## src/rtl/mem_arbiter.sv

```systemverilog
// mem_arbiter: shares one sel/ready memory slave between the instruction-fetch port and the
// data load/store port. Conflicts are resolved round-robin. A grant is held until the slave
// returns ready. A watchdog ends a hung transfer with a zero-data ready and a fault pulse.
//
// Ports:
//   clk, reset               system clock, synchronous active-high reset
//   instr_*                  fetch master (address, sel in; read value, ready out)
//   data_*                   load/store master (address, sel, mask, write value in;
//                            read value, ready out)
//   mem_*                    slave side (address, sel, mask, write value out;
//                            read value, ready in)
//   fault_out                one-cycle pulse when the watchdog terminates a transfer
//
// TIMEOUT is the number of grant cycles a transfer may wait for mem_ready_in. It must be in
// the range 2..255 because the watchdog is eight bits wide.

module mem_arbiter #(
  parameter int unsigned TIMEOUT = 15
) (
  input  logic        clk,
  input  logic        reset,
  input  logic [31:0] instr_address_in,
  input  logic        instr_sel_in,
  output logic [31:0] instr_read_value_out,
  output logic        instr_ready_out,
  input  logic [31:0] data_address_in,
  input  logic        data_sel_in,
  output logic [31:0] data_read_value_out,
  input  logic [3:0]  data_write_mask_in,
  input  logic [31:0] data_write_value_in,
  output logic        data_ready_out,
  output logic [31:0] mem_address_out,
  output logic        mem_sel_out,
  input  logic [31:0] mem_read_value_in,
  output logic [3:0]  mem_write_mask_out,
  output logic [31:0] mem_write_value_out,
  input  logic        mem_ready_in,
  output logic        fault_out
);

  typedef enum logic [1:0] {StIdle, StGrantInstr, StGrantData} state_e;

  localparam logic [7:0] TimeoutCount = 8'(TIMEOUT);

  state_e     state;
  logic       last_grant_data;
  logic [7:0] watchdog;

  logic granted_sel;
  logic in_grant;
  logic complete;
  logic expire;
  logic finish;

  // Slave-side mux follows the current grant; idle drives zeros.
  always_comb begin
    mem_address_out     = '0;
    mem_write_mask_out  = '0;
    mem_write_value_out = '0;
    granted_sel         = 1'b0;
    unique case (state)
      StGrantInstr: begin
        mem_address_out = instr_address_in;
        granted_sel     = instr_sel_in;
      end
      StGrantData: begin
        mem_address_out     = data_address_in;
        mem_write_mask_out  = data_write_mask_in;
        mem_write_value_out = data_write_value_in;
        granted_sel         = data_sel_in;
      end
      default: ;
    endcase
    mem_sel_out = granted_sel && !reset;
  end

  assign in_grant = (state != StIdle) && !reset;
  assign complete = in_grant && mem_ready_in;
  // A slave ready in the timeout cycle wins, and an aborted request never times out.
  assign expire   = in_grant && !mem_ready_in && granted_sel && (watchdog == TimeoutCount);
  assign finish   = complete || expire;

  assign instr_ready_out      = finish && (state == StGrantInstr);
  assign data_ready_out       = finish && (state == StGrantData);
  assign instr_read_value_out = (complete && (state == StGrantInstr)) ? mem_read_value_in : '0;
  assign data_read_value_out  = (complete && (state == StGrantData)) ? mem_read_value_in : '0;
  assign fault_out            = expire;

  always_ff @(posedge clk) begin
    if (reset) begin
      state           <= StIdle;
      last_grant_data <= 1'b1;
      watchdog        <= '0;
    end else begin
      unique case (state)
        StIdle: begin
          watchdog <= '0;
          if (instr_sel_in && data_sel_in) begin
            state <= last_grant_data ? StGrantInstr : StGrantData;
          end else if (instr_sel_in) begin
            state <= StGrantInstr;
          end else if (data_sel_in) begin
            state <= StGrantData;
          end
        end
        default: begin
          if (finish) begin
            // Always pass through idle so mem_sel_out drops between transfers.
            state           <= StIdle;
            last_grant_data <= (state == StGrantData);
            watchdog        <= '0;
          end else if (!granted_sel) begin
            // Master withdrew its request: drop silently, keep round-robin history.
            state    <= StIdle;
            watchdog <= '0;
          end else begin
            watchdog <= watchdog + 8'd1;
          end
        end
      endcase
    end
  end

endmodule
```

## config.mk

```make
export PLATFORM = sky130hd
export DESIGN_NAME = mem_arbiter
export DESIGN_NICKNAME = d
export VERILOG_FILES = /design/src/rtl/mem_arbiter.sv
export SDC_FILE = /design/constraint.sdc
export NUM_CORES = 1
export LEC_CHECK = 0
export CELL_PAD_IN_SITES_DETAIL_PLACEMENT = 1
export CELL_PAD_IN_SITES_GLOBAL_PLACEMENT = 1
export CORE_MARGIN = 4
export CORE_UTILIZATION = 12
export DETAILED_ROUTE_END_ITERATION = 8
export PLACE_DENSITY_LB_ADDON = 0.1
export SYNTH_ARGS = -nofsm -noshare
export SYNTH_HDL_FRONTEND = slang
export SYNTH_SLANG_ARGS = --single-unit
export TNS_END_PERCENT = 10
```

## constraint.sdc

```tcl
create_clock -name clk -period 1.65 [get_ports clk]
set_input_delay 0.165 -clock clk [delete_from_list [all_inputs] [get_ports clk]]
set_output_delay 0.165 -clock clk [all_outputs]
set_load 0.01 [all_outputs]
```

==> run metrics <==
status=complete, but fails checks; failing checks=negative setup slack; Core Area=14,000 um^2; path type of the worst setup path=register to primary output; largest net degree at the start of global routing=35; Synth cell types=29; CTS clk-pin slew, worst paths=0.04 ns; WP buf/inv=3; Max VDD drop=0.232 mV; via density per instance=3.97; sequential-to-total area share from yosys stat=12.7%; critical path launch point type=register; Final Non-Filler Cells=727; leakage power=2.30 nW; CP delay by family, top=simple AND/OR/NAND/NOR gates; Ports=273; CP cell instances=inv_4 > ha_4 > nor2_4 > and3_4 > buf_12 > and2_1 > buf_2; WL final=12.7 mm; drt drc=0; first-pass GRT wire length=18.7 mm; placed cell area=4860 um^2; Yosys reg bits=11; cell area power density=323 nW/um^2; commonest non-fill, non-tap cells in the layout=clkdlybuf4s50_1 (136), buf_2 (96), and2_1 (67); WL/cell=17.4 um; FF+latch area=228 um^2; Synth Instances=253; H-tree levels=1; worst setup margin=-0.150 ns; Root Buffer=clkbuf_16; worst-path fanout max=8; Placed Cells=707; Rows=43; antenna violations before repair=0; vias in the first global route=3,241; syn_nets=394; final hold vios=0; Worst-Skew Late Latency=0.24 ns; cell taking the most area after synthesis=and2_1; P&R area growth vs syn=197%; clock sink total=11; share of post-route cells with drive strength above 1=47.9%; RSZ-0062 raised after global routing=true; Finished Core Util=36.6%; Final Cycle Share=109%; via count=2,883; CTS tree=built; Tightest Pin Transition=0.286 ns; Setup crit start=state[1]; endpoint type of the worst setup path=primary output; Initial Util=12.4%; Post-layout nets=689; FMAX=0.556 GHz; Crit-path slowest cell=dfxtp_4; Critical Path RT=1.48 ns; gp weighted congestion=0.751; dpl hpwl=9.81 mm; worst stage delay on the critical path=0.37 ns; Tightest Hold Check Type=register to register; PortBufs=272; max cap viols=0; cts bufs inserted=3; first-pass detailed-route iteration total=4; Arr. time, crit path=1.63 ns; Hold Crit Start=watchdog[0]; Ys Warns=0; Filler Cell Count=1,673; largest cells by area after synthesis=and2_1 (36%), a22oi_1 (14%), dfxtp_1 (13%); Chip Width=128 um; GRT Total Usage=14.5%; final setup fails=131; Synth Cell Area=1740 um^2; fin. max-slew vios=0; most common cell after layout, fill and taps aside=clkdlybuf4s50_1; ant diodes=0; RR Startpoint=state[1]; Setup WS pre-CTS=-0.437 ns; chip height=128 um; area share of the largest cell type after synthesis=36.4%; Slew headroom=80.8%; Clock Skew=0.00179 ns; design area=5150 um^2; DR iter-0 viols=41; antenna-violating nets left=0; Multi-input gate area=1740 um^2; fin crit period=1.80 ns; gr ovfl total=0; Die ar.=16,400 um^2; Max clock buf depth=2; Mean Syn Cell Area=6.86 um^2
[report_power, final]
group	leakage (nW)	switching (mW)	internal, mW
combinational	2.17	0.340	0.601
clock	0.0382	0.116	0.324
sequential	0.0904	0.00822	0.272
[synthesized netlist by cell type (all sizes together)]
library cell	count
nor2	14
a211o	1
a41oi	1
xnor2	4
xor2	2
o21ai	3
nand2b	2
nand2	6
dfxtp	11
a22oi	32
and3	3
a21o	1
a21boi	1
a21oi	2
ha	4
nor4	1
nor2b	33
nand4b	1
nor3	1
a22o	1
inv	4
buf	4
and2	101
clkbuf	18
nand3	2
[registers in the layout, indices dropped and copies added (netlist names)]
name             count
watchdog             8
state                2
last_grant_data      1
[routing by layer]
metal | vias up | track usage, % | routed length (um)
met5 | - | 0 | 0
met3 | 4 | 4.58 | 1140
met4 | 0 | 2.31 | 99
li1 | 1422 | - | -
met1 | 1338 | 15.0 | 4270
met2 | 119 | 28.7 | 7160
[worst paths after layout]
kind,end,slack (ns),cells past startpoint
max reg2reg,last_grant_data,0.05,7
min reg2reg,watchdog[0],0.51,2
min,watchdog[0],0.51,2
max,data_read_value_out[14],-0.15,7
[layout make-up]
class	instances	area share [%]
well taps	180	4.38
flip-flops and latches	11	4.42
clock buffers	4	1.53
repair buffers	312	55.4
multi-input cells	216	33.8
inverters	4	0.389
[per-stage QoR]
step / total power, mW / setup TNS, ns / hold WS (ns)
final: 1.66 / -9.97 / 0.514
after global routing: 1.76 / -17.70 / 0.547
after CTS: 1.62 / -10.70 / 0.516
after detailed placement: 1.12 / -44.00 / 0.509
after global placement: 1.11 / -41.48 / 0.495
after floorplan: 0.534 / 0 / 0.259
[logic make-up (layout without fill, tap and decap cells)]
family / count (synthesis) / after routing / share of synthesized area (%)
AO/OA/AOI/OAI: 42 / 42 / 17.7
XOR/XNOR: 6 / 6 / 3.03
adder cells (fa/ha/maj): 4 / 4 / 2.88
buffers and inverters: 26 / 320 / 5.84
flip-flops: 11 / 11 / 12.7
AND/OR/NAND/NOR: 164 / 164 / 57.9
[tightest hold or removal path: stages, from the launching register on]
cell	delay (ns)
dfxtp_1	0.33
buf_4	0.11
nor2_1	0.03
[what timing repair did]
item | in CTS | in global routing
hold buffers | 0 | 0
endpoints found under the setup margin | 144 | 143
pin swaps | 27 | 22
setup buffers | 5 | 4
gates cloned | 6 | 1
gates resized for setup | 621 | 65
endpoints found under the hold margin | 0 | 0
Power figures use the tool's default switching activity.
